$ cat src/rtl/truth_table_pkg.sv
// Shared types and sizing for the truth-table exhaustive sweep checker.
package truth_table_pkg;

    localparam int unsigned TT_N_IN  = 13;
    localparam int unsigned TT_N_OUT = 8;

    typedef enum logic [1:0] {
        IDLE,
        SETTLE,
        CHECK,
        DONE
    } tt_state_e;

    // One extra bit so a full sweep of mismatches (2^n_in) fits without saturation.
    function automatic int unsigned tt_cnt_width(input int unsigned n_in);
        return n_in + 1;
    endfunction

endpackage

$ cat src/rtl/tt_err_counter.sv
// Mismatch counter: increments when enabled and the two words differ.
module tt_err_counter
    import truth_table_pkg::*;
#(
    parameter int unsigned W     = TT_N_OUT,
    parameter int unsigned CNT_W = tt_cnt_width(TT_N_IN)
) (
    input  logic             clk,
    input  logic             rst,
    input  logic             clr,
    input  logic             en,
    input  logic [W-1:0]     a,
    input  logic [W-1:0]     b,
    output logic [CNT_W-1:0] cnt
);

    always_ff @(posedge clk or posedge rst) begin
        if (rst) begin
            cnt <= '0;
        end else if (clr) begin
            cnt <= '0;
        end else if (en && (a != b)) begin
            cnt <= cnt + CNT_W'(1);
        end
    end

endmodule

$ cat src/rtl/truth_table_sweeper.sv
// Exhaustive sweep of the shared input vector, comparing DKNF and DDNF outputs
// against an expected-value ROM after a programmable settle time.
module truth_table_sweeper
    import truth_table_pkg::*;
#(
    parameter int unsigned N_IN       = TT_N_IN,
    parameter int unsigned N_OUT      = TT_N_OUT,
    parameter int unsigned SETTLE_CYC = 2
) (
    input  logic             clk,
    input  logic             rst,
    input  logic             start,
    output logic             busy,
    output logic             done,
    output logic [N_IN-1:0]  o_x,
    output logic [N_IN-1:0]  rom_addr,
    input  logic [N_OUT-1:0] rom_data,
    input  logic [N_OUT-1:0] i_y_dknf,
    input  logic [N_OUT-1:0] i_y_ddnf,
    output logic [N_IN:0]    dknf_err_cnt,
    output logic [N_IN:0]    ddnf_err_cnt,
    output logic [N_IN-1:0]  first_fail_addr,
    output logic             first_fail_valid
);

    localparam logic [3:0] SETTLE_LD = 4'(SETTLE_CYC);

    tt_state_e  state;
    logic [3:0] settle_cnt;
    logic       clr_cnt;
    logic       chk_en;
    logic       dknf_mis;
    logic       ddnf_mis;

    assign rom_addr = o_x;
    assign clr_cnt  = (state == IDLE) && start;
    assign chk_en   = (state == CHECK);
    assign dknf_mis = (i_y_dknf != rom_data);
    assign ddnf_mis = (i_y_ddnf != rom_data);

    tt_err_counter #(.W(N_OUT), .CNT_W(tt_cnt_width(N_IN))) u_dknf_cnt (
        .clk (clk),
        .rst (rst),
        .clr (clr_cnt),
        .en  (chk_en),
        .a   (i_y_dknf),
        .b   (rom_data),
        .cnt (dknf_err_cnt)
    );

    tt_err_counter #(.W(N_OUT), .CNT_W(tt_cnt_width(N_IN))) u_ddnf_cnt (
        .clk (clk),
        .rst (rst),
        .clr (clr_cnt),
        .en  (chk_en),
        .a   (i_y_ddnf),
        .b   (rom_data),
        .cnt (ddnf_err_cnt)
    );

    always_ff @(posedge clk or posedge rst) begin
        if (rst) begin
            state            <= IDLE;
            busy             <= 1'b0;
            done             <= 1'b0;
            o_x              <= '0;
            settle_cnt       <= '0;
            first_fail_addr  <= '0;
            first_fail_valid <= 1'b0;
        end else begin
            done <= 1'b0;
            case (state)
                IDLE: begin
                    if (start) begin
                        state            <= SETTLE;
                        busy             <= 1'b1;
                        o_x              <= '0;
                        settle_cnt       <= SETTLE_LD;
                        first_fail_addr  <= '0;
                        first_fail_valid <= 1'b0;
                    end
                end
                SETTLE: begin
                    settle_cnt <= settle_cnt - 4'd1;
                    if (settle_cnt == 4'd1) begin
                        state <= CHECK;
                    end
                end
                CHECK: begin
                    if ((dknf_mis || ddnf_mis) && !first_fail_valid) begin
                        first_fail_addr  <= o_x;
                        first_fail_valid <= 1'b1;
                    end
                    // The all-ones vector ends the sweep; o_x stays there rather than wrapping.
                    if (o_x == '1) begin
                        state <= DONE;
                    end else begin
                        o_x        <= o_x + N_IN'(1);
                        settle_cnt <= SETTLE_LD;
                        state      <= SETTLE;
                    end
                end
                DONE: begin
                    done  <= 1'b1;
                    busy  <= 1'b0;
                    state <= IDLE;
                end
                default: state <= IDLE;
            endcase
        end
    end

endmodule

$ cat config.mk
export PLATFORM = sky130hd
export DESIGN_NAME = truth_table_sweeper
export DESIGN_NICKNAME = d
export VERILOG_FILES = /design/src/rtl/truth_table_pkg.sv /design/src/rtl/tt_err_counter.sv /design/src/rtl/truth_table_sweeper.sv
export SDC_FILE = /design/constraint.sdc
export NUM_CORES = 1
export LEC_CHECK = 0
export CAP_MARGIN = 20
export CORE_ASPECT_RATIO = 0.9
export CORE_MARGIN = 5
export CORE_UTILIZATION = 60
export CTS_CLUSTER_SIZE = 20
export DETAILED_ROUTE_END_ITERATION = 10
export DONT_BUFFER_PORTS = 1
export PLACE_DENSITY = 0.83
export SYNTH_ARGS = -nofsm -noshare
export SYNTH_HDL_FRONTEND = slang
export SYNTH_SLANG_ARGS = --single-unit
$ cat constraint.sdc
create_clock -name clk -period 5.8 [get_ports clk]
set_clock_uncertainty 0.2 [all_clocks]
set_input_delay 0.87 -clock clk [delete_from_list [all_inputs] [get_ports clk]]
set_output_delay 0.87 -clock clk [all_outputs]
set_load 0.005 [all_outputs]
* After elaboration in Yosys (flattened, before gate mapping)
Cells that the tools add are included.
Word-level totals: flip-flop bits (word level) 63, output and inout port bits 70
Operators by class: $add $sub $neg 4, equal/unequal tests 11, multiplexer cells 22, reductions and logical operators 17
Operators by type and width (count):
- 14-bit two-way mux | 4
- 13-bit case mux with 2 select lines | 2
- 13-bit two-way mux | 3
- 14-bit by 1-bit adder with 14-bit output, second input constant | 2
- 8-bit inequality test | 2
- 13-bit by 1-bit adder with 13-bit output, second input constant | 1
- 13-bit equality test, second input constant | 1
- 4-bit case mux with 3 select lines | 1
- 3-bit AND reduction | 3
- 4-bit two-way mux | 2
- 2-bit inequality test, second input constant | 4
- 2-bit case mux with 4 select lines | 1
- 2-bit nonzero test | 4
- 2-bit two-way mux | 3
- 2-bit equality test, second input constant | 2
- 4-bit by 1-bit equality test with 1-bit output, second input constant | 1
- 1-bit logical AND | 4
- 1-bit two-way mux | 4
- 1-bit case mux with 2 select lines | 2
- 2-bit AND reduction | 2
- 4-bit by 1-bit subtractor with 4-bit output, second input constant | 1
- 3-bit nonzero test | 1
- 2-bit by 1-bit equality test with 1-bit output, second input constant | 1
- 2-bit logical NOT | 1
- 2 further kinds | 2

* Depth between registers and ports, before layout
Gate-level depths: netlist of run 1.
depth in word-level cells 5, gate-level depth with buffers 6, mapped depth without buffers 6

* Modules after synthesis
Synthesis of run 1 repeated with hierarchy kept, for this count alone.
Second synthesis, totals: cell total of the unflattened synthesis 397, area total of the unflattened synthesis 3679.8 um^2
By module, submodules not included:
- truth_table_sweeper | times used 1, cells an instance 211, area each 1928.1 um^2, sequential area each 875.8 um^2
- tt_err_counter | times used 2, cells an instance 93, area each 875.8 um^2, sequential area each 350.3 um^2

* Worst setup path after synthesis of run 1
OpenSTA, ideal clock, no wires.
path kind in2reg, from input port rom_data[2], to register first_fail_valid, library setup time 118 ps, arrival 2294 ps, required time 5482 ps, path slack 3188 ps, cell stages on the path 6, buffers on the path 1, path through xor2_1 > nor4_2 > and2_1 > a311oi_4 > buf_6 > a21o_1
Between the ends: cells in the longest elaborated chain, start to end 5, elaborated cells between the ends (all ways) 6, those cells by class eq/ne (3); reduce/logical (3)
Ends and longest elaborated chain:
- start: declaration | RTL line truth_table_sweeper.sv:17 | input logic [N_OUT-1:0] rom_data,
- 8-bit inequality test, on equally long branches | RTL line truth_table_sweeper.sv:38, truth_table_sweeper.sv:39
- 1-bit logical OR (*) | RTL line truth_table_sweeper.sv:90 | if ((dknf_mis || ddnf_mis) && !first_fail_valid) begin
- 1-bit logical AND (*) | RTL line truth_table_sweeper.sv:90
- 2-bit inequality test (no source line) (*)
- 3-bit AND reduction (no source line) (*)
- end signal: assignment | RTL line truth_table_sweeper.sv:69 | first_fail_valid <= 1'b0;
- end signal: assignment | RTL line truth_table_sweeper.sv:80 | first_fail_valid <= 1'b0;
- end signal: assignment | RTL line truth_table_sweeper.sv:92 | first_fail_valid <= 1'b1;
- end: declaration | RTL line truth_table_sweeper.sv:23 | output logic first_fail_valid
Every way passes the cells marked *; elsewhere a longest branch is shown, timed or not. A chain may end at the register's enable or synchronous reset.

* Final worst setup path of run 1
from register state[1], to register first_fail_addr[6]
Between the ends: cells in the longest elaborated chain, start to end 3, elaborated cells between the ends (all ways) 7, those cells by class eq/ne (3); mux (1); reduce/logical (3)
Ends and longest elaborated chain:
- start: declaration | RTL line truth_table_sweeper.sv:28 | tt_state_e state;
- start signal: assignment | RTL line truth_table_sweeper.sv:63 | state <= IDLE;
- start signal: assignment | RTL line truth_table_sweeper.sv:75 | state <= SETTLE;
- start signal: assignment | RTL line truth_table_sweeper.sv:86 | state <= CHECK;
- 2-bit equality test / 2-bit logical NOT (equally long branches) | RTL line truth_table_sweeper.sv:72 | case (state)
- 2-bit inequality test (no source line) / 2-bit nonzero test (equally long branches)
- 3-bit AND reduction (no source line)
- end signal: assignment | RTL line truth_table_sweeper.sv:68 | first_fail_addr <= '0;
- end signal: assignment | RTL line truth_table_sweeper.sv:79 | first_fail_addr <= '0;
- end signal: assignment | RTL line truth_table_sweeper.sv:91 | first_fail_addr <= o_x;
- end: declaration | RTL line truth_table_sweeper.sv:22 | output logic [N_IN-1:0] first_fail_addr,
Several ways; a longest one is shown, not always the timed one.

==> results of run 1 <==
==> synthesized netlist by cell type, types with 2 or more instances <==
cell | n | area [um2]
o21ai_0 | 9 | 45.0
nand2_1 | 49 | 184
nor4_1 | 3 | 18.8
dfrtp_1 | 63 | 1580
o2bb2ai_1 | 2 | 17.5
nor4_2 | 3 | 37.5
inv_1 | 23 | 86.3
or3_1 | 4 | 25.0
and4_1 | 3 | 26.3
nand3_1 | 12 | 60.1
ha_1 | 5 | 62.6
mux2i_1 | 24 | 240
a21o_1 | 2 | 15.0
nand2b_1 | 8 | 50.1
xnor2_1 | 20 | 175
a21oi_1 | 18 | 90.1
nand4_1 | 10 | 62.6
a2111oi_0 | 6 | 52.6
nor3_1 | 2 | 10.0
and2_1 | 3 | 18.8
buf_4 | 13 | 97.6
xor2_1 | 16 | 140
clkbuf_1 | 7 | 26.3
a211oi_1 | 3 | 22.5
and3_1 | 2 | 12.5
o31ai_1 | 2 | 15.0
nor2_1 | 27 | 101
==> cell families (layout without fill, tap and decap cells) <==
group / after synthesis / in the layout
buffers and inverters: 45 / 40
XOR/XNOR: 36 / 36
multiplexers: 25 / 25
AND/OR/NAND/NOR: 133 / 133
AO/OA/AOI/OAI: 53 / 53
flip-flops: 63 / 63
adder cells (fa/ha/maj): 5 / 5
==> placed cells by master, fill, tap and decap left out, types with 2 or more instances in the layout <==
master / netlist / routed
a21oi_1: 18 / 18
or3_1: 4 / 4
nor2_1: 27 / 26
and3_1: 2 / 2
and2_1: 3 / 3
nand2_1: 49 / 49
ha_1: 5 / 5
o31ai_1: 2 / 2
mux2i_1: 24 / 24
a2111oi_0: 6 / 6
xnor2_1: 20 / 20
nor4_1: 3 / 3
nand4_1: 10 / 10
nand2b_1: 8 / 8
clkinv_2: 0 / 2
nor4_2: 3 / 3
inv_1: 23 / 22
xor2_1: 16 / 16
dfrtp_1: 63 / 63
o21ai_0: 9 / 9
and4_1: 3 / 3
buf_4: 13 / 2
o2bb2ai_1: 2 / 2
clkbuf_8: 0 / 12
nor3_1: 2 / 2
nand3_1: 12 / 12
a21o_1: 2 / 2
a211oi_1: 3 / 3
==> state kept, by name (all words and copies together), names as in the netlist <==
signal / cells
u_ddnf_cnt.cnt: 14
u_dknf_cnt.cnt: 14
first_fail_addr: 13
o_x: 13
settle_cnt: 4
state: 2
busy: 1
done: 1
first_fail_valid: 1
==> final cells by class <==
type / count / area, um2
fillers: 473 / 2040
multi-input cells: 252 / 1670
flip-flops and latches: 63 / 1580
clock buffers: 12 / 165
well taps: 70 / 87.6
inverters: 23 / 86.3
clock inverters: 3 / 17.5
repair buffers: 2 / 15.0
==> report_power, final <==
| group | switching (mW) | leakage, nW | internal (mW) | total, mW |
|---|---|---|---|---|
| sequential | 0.0754 | 0.734 | 0.486 | 0.562 |
| combinational | 0.0538 | 0.746 | 0.0470 | 0.101 |
| clock | 0.165 | 0.0942 | 0.186 | 0.351 |
| total | 0.294 | 1.57 | 0.720 | 1.01 |
==> metal layers <==
layer / vias up / share of wire / GRT usage
met2: 64 / 0.49 / 0.352
met4: 0 / 0.022 / 0.0878
li1: 1219 / - / -
met3: 13 / 0.072 / 0.0806
met5: - / 0 / 0
met1: 1202 / 0.42 / 0.249
==> how the worst max path moves through the flow <==
stage | endpoint | slack, ns | startpoint
floorplan | busy$_DFFE_PP0P_ | 3.16 | rst
global placement | first_fail_addr[5]$_DFFE_PP0P_ | 3.03 | rom_data[4]
detailed placement | first_fail_addr[6]$_DFFE_PP0P_ | 2.96 | rom_data[4]
CTS | first_fail_addr[6]$_DFFE_PP0P_ | 3.25 | state[1]$_DFFE_PP0P_
global route | settle_cnt[1]$_DFFE_PP0P_ | 3.03 | state[1]$_DFFE_PP0P_
finish | first_fail_addr[6]$_DFFE_PP0P_ | 3.26 | state[1]$_DFFE_PP0P_
==> worst reg2reg max path, stage by stage, from the launching register on <==
cell and delay (ns):
dfrtp_1 0.65, nand2b_1 0.37, a311oi_4 0.96, mux2i_1 0.29
==> stage by stage <==
stage	hold slack [ns]	std cells
global placement	0.306	410
global route	0.355	425
detailed placement	0.326	410
CTS	0.335	425
finish	0.325	425
floorplan	0.283	360
==> metrics, run 1 <==
status completed; Clock Tree Root clkbuf_8; maximum fanout along the worst path 16; Area Overhead vs Synth 4.25%; hold_sp u_ddnf_cnt.cnt[5]$_DFFE_PP0P_; Min-Delay Endpoint u_ddnf_cnt.cnt[5]$_DFFE_PP0P_; Avg Cell Area, Syn 9.64 um2; Vias 2,498; crit-path cells nand2b_1 > a311oi_4 > mux2i_1; register-to-register setup slack 3.26 ns; Slowest Stage Delay on Critical Path 0.96 ns; Critical Path Stages 3; Max VDD drop 212 uV; Synth Area in XOR/XNOR 0.0908; PortBufs 0; Core Util, Final 0.639; Post-CTS Setup Bufs 0; hold buffer count at CTS 0; Max-slew headroom 0.337; Initial Util 0.613; Simple-Gate Fraction of Synth Area 0.194; FFs w/ async S/R, synth 1.00; Leak 1.57 nW; main combinational cell family by area after synthesis simple AND/OR/NAND/NOR gates; f_max 393 MHz; Slew @ Worst Pin 0.995 ns; WP buf/inv 0; TritonRoute pass-1 iters 4; final worst slack 3.26 ns; Finish-stage setup viols 0; largest net degree at the start of global routing 64; Reg-to-Reg End first_fail_addr[6]$_DFFE_PP0P_; share of post-route cells with drive strength above 1 0.0817; Synth Register Bits 63; Iteration-0 DRC Markers 102; reg2reg start state[1]$_DFFE_PP0P_; RSZ-0062 raised after global routing no; initial antenna violation count 0; die height 82.2 um; post_cts resized 0; DR vias/cell 5.88; Post-Synth Adder-Cell Area 0.0180; Final Critical Period 2.54 ns; Final nets 383; Post-Place Cell Area 0.00344 mm2; pre-CTS setup slack 2.96 ns; mux contribution to synthesized area 0.0725; Clock Path Buffers 2; n_diodes 0; CP endpoint kind flop; post-synthesis compound-gate area fraction 0.106; vias in the first global route 2,497; clock slew at reported path FFs 0.06 ns; Sinks on Clock Net 63; setup_tns 0 ns; Data arrival, critical path 2.60 ns; EDFF count, synth 0; CTS Buf Count 9; hpwl dp 5.15 mm; Core Area 0.00566 mm2; HP Class reg2reg; H-tree depth 3; DRC 0; CP max stage cell a311oi_4; Worst Hold Depth 1; Final Hold Viols 0; total wire length 7.36 mm; max-slew violation count 0; IO Pins 97; pwr/cell area 280 mW/mm2; die footprint 0.00741 mm2; wire per inst 17.3 um; register area share after synthesis 0.454; total gr overflow 0; post-route ant nets 0; GRT Resource Usage Total 0.211; Site Rows 26; first-pass GRT wire length 12.3 mm; count of cell types in the netlist 48; Mapped Nets 392; worst skew pair latency 0.35 ns; period utilisation layout 0.439; R2R depth 3; CP top delay family compound AO/OA/AOI/OAI gates; Ys Warns 0; CP Launch Type flop; Crit Path Category reg2reg; CTS tree done; critical path required time 5.86 ns; Routability Congestion 0.851; Post-Layout Inst Area 0.00362 mm2; Gate Count Post-Synth 360; Synth Flop Type dfrtp_1; MaxCap Viol Count 0; DIE WIDTH 90.2 um; synthesized area 0.00347 mm2; total chip power 1.01 mW
(Power assumes the default switching activity.)
==> run 2: changes to the inputs <==
- CORE_UTILIZATION: 60 -> 57
- PLACE_DENSITY: 0.83 -> 0.82
- clock period: 5.8 -> 2.23 ns (I/O delays scaled with it)
==> metrics, run 2 (same netlist as run 1, synthesis figures left out) <==
Area Overhead vs Synth 11.1%; f_max 482 MHz; pre-CTS setup slack 0.103 ns; Post-Layout Inst Area 0.00386 mm2; commonest non-fill, non-tap cell in the layout dfrtp_1; GRT Resource Usage Total 0.220; Clock Path Buffers 2; CP endpoint kind flop; commonest non-fill, non-tap cells in the layout dfrtp_1, nand2_1, nor2_1, mux2i_1, inv_1; clock share of power 0.393; Final Critical Period 2.08 ns; Clock Tree Root clkbuf_8; final worst slack 0.154 ns; Final nets 403; CTS tree done; multi-input logic area 0.00168 mm2; setup_tns 0 ns; n_diodes 0; DIE WIDTH 92.3 um; Int Power 2.07 mW; Crit Path Category reg2reg; Data arrival, critical path 2.11 ns; RSZ-0062 raised after global routing no; total gr overflow 0; wire per inst 17.8 um; Final Hold Viols 0; Slew @ Worst Pin 0.755 ns; HP Class in2reg; vias in the first global route 2,823; DR vias/cell 6.01; maximum fanout along the worst path 5; share of post-route cells with drive strength above 1 0.130; pwr/cell area 760 mW/mm2; die footprint 0.00775 mm2; H-tree depth 3; Max VDD drop 515 uV; Max-slew headroom 0.494; initial antenna violation count 0; Core Area 0.00601 mm2; Iteration-0 DRC Markers 151; Initial Util 0.577; status completed; PortBufs 0; Post-Place Cell Area 0.00360 mm2; worst skew pair latency 0.36 ns; Core Util, Final 0.641; Flop pwr share 0.490; total wire length 7.99 mm; Vias 2,691; DRC 0; TritonRoute pass-1 iters 4; Psw 0.865 mW; Leak 1.72 nW; max-slew violation count 0; first-pass GRT wire length 13.6 mm; fillers 498; switching part of the total 0.295; hpwl dp 5.73 mm; critical path required time 2.26 ns; Sinks on Clock Net 63; post-route ant nets 0; die height 84.0 um; period utilisation layout 0.931; CP Launch Type flop; clock slew at reported path FFs 0.09 ns; largest net degree at the start of global routing 40; total chip power 2.93 mW; register area 0.00158 mm2; Site Rows 27; IO Pins 97; Finish-stage setup viols 0; Top Registers u_ddnf_cnt.cnt (14), u_dknf_cnt.cnt (14); Routability Congestion 0.882; CTS Buf Count 9; Gate power share 0.117; MaxCap Viol Count 0
## run 2: cell count changes in the layout (fill, tap and decap cells not counted)
cell / before / now
clkinv_2: 2 / 0
a2111oi_1: 0 / 2
clkbuf_8: 12 / 9
buf_4: 2 / 18
bufinv_16: 0 / 2
buf_12: 0 / 2
nand2b_2: 0 / 1
a2111oi_0: 6 / 4
nor3_2: 1 / 0
inv_6: 0 / 4
nor3_4: 0 / 1
dlygate4sd3_1: 0 / 2
nand2b_1: 8 / 7
## run 2: worst paths after layout
check / startpoint / end / slack, ns / cells past startpoint
max in group asynchronous: rst / u_dknf_cnt.cnt[6]$_DFFE_PP0P_ / 0.94 / 3
min in group asynchronous: rst / first_fail_addr[3]$_DFFE_PP0P_ / 0.28 / 2
max: state[1]$_DFFE_PP0P_ / u_dknf_cnt.cnt[11]$_DFFE_PP0P_ / 0.15 / 5
min reg2reg: settle_cnt[3]$_DFFE_PP0P_ / settle_cnt[3]$_DFFE_PP0P_ / 0.34 / 1
min: start / settle_cnt[2]$_DFFE_PP0P_ / 0.02 / 3
max reg2reg: state[1]$_DFFE_PP0P_ / u_dknf_cnt.cnt[11]$_DFFE_PP0P_ / 0.15 / 5
## run 2: what timing repair did
action                                 in CTS  in global routing
endpoints found under the hold margin      25                  0
setup endpoints to repair                   0                 13
setup buffers                               0                  0
hold buffers                                2                  0
resized for setup                           0                  4
## run 2: final cells by class
class,instances,share of cell area
clock buffers,9,0.0321
clock inverters,7,0.0266
flip-flops and latches,63,0.409
multi-input cells,252,0.436
inverters,23,0.0224
well taps,72,0.0234
repair buffers,22,0.0506
## run 2: worst max-delay path, cell delays in order, from the launching register on
cell       delay, ns
dfrtp_1         0.39
nor2b_1         0.39
nand4_1         0.22
a2111oi_0       0.52
xnor2_1         0.18
nor2_1          0.06
## run 2: metal layers
layer | vias to the layer above | routed length (um) | GRT usage
li1 | 1258 | - | -
met1 | 1321 | 3200 | 0.259
met2 | 100 | 4030 | 0.373
met3 | 12 | 670 | 0.0929
met4 | 0 | 93 | 0.0513
met5 | - | 0 | 0
## run 2: power by group through the flow
stage | sequential (mW) | clock (mW) | combinational, mW
floorplan | 1.43 | 0 | 0.233
global placement | 1.45 | 0 | 0.321
detailed placement | 1.46 | 0 | 0.342
CTS | 1.44 | 1.17 | 0.349
global route | 1.47 | 1.22 | 0.389
finish | 1.44 | 1.15 | 0.343
## run 2: through the flow
step | std cells | hold WS, ns
6_report | 448 | 0.0249
5_1_grt | 448 | 0.0423
4_1_cts | 448 | 0.0212
3_5_place_dp | 430 | 0.108
3_3_place_gp | 430 | 0.0947
2_1_floorplan | 360 | 0.281
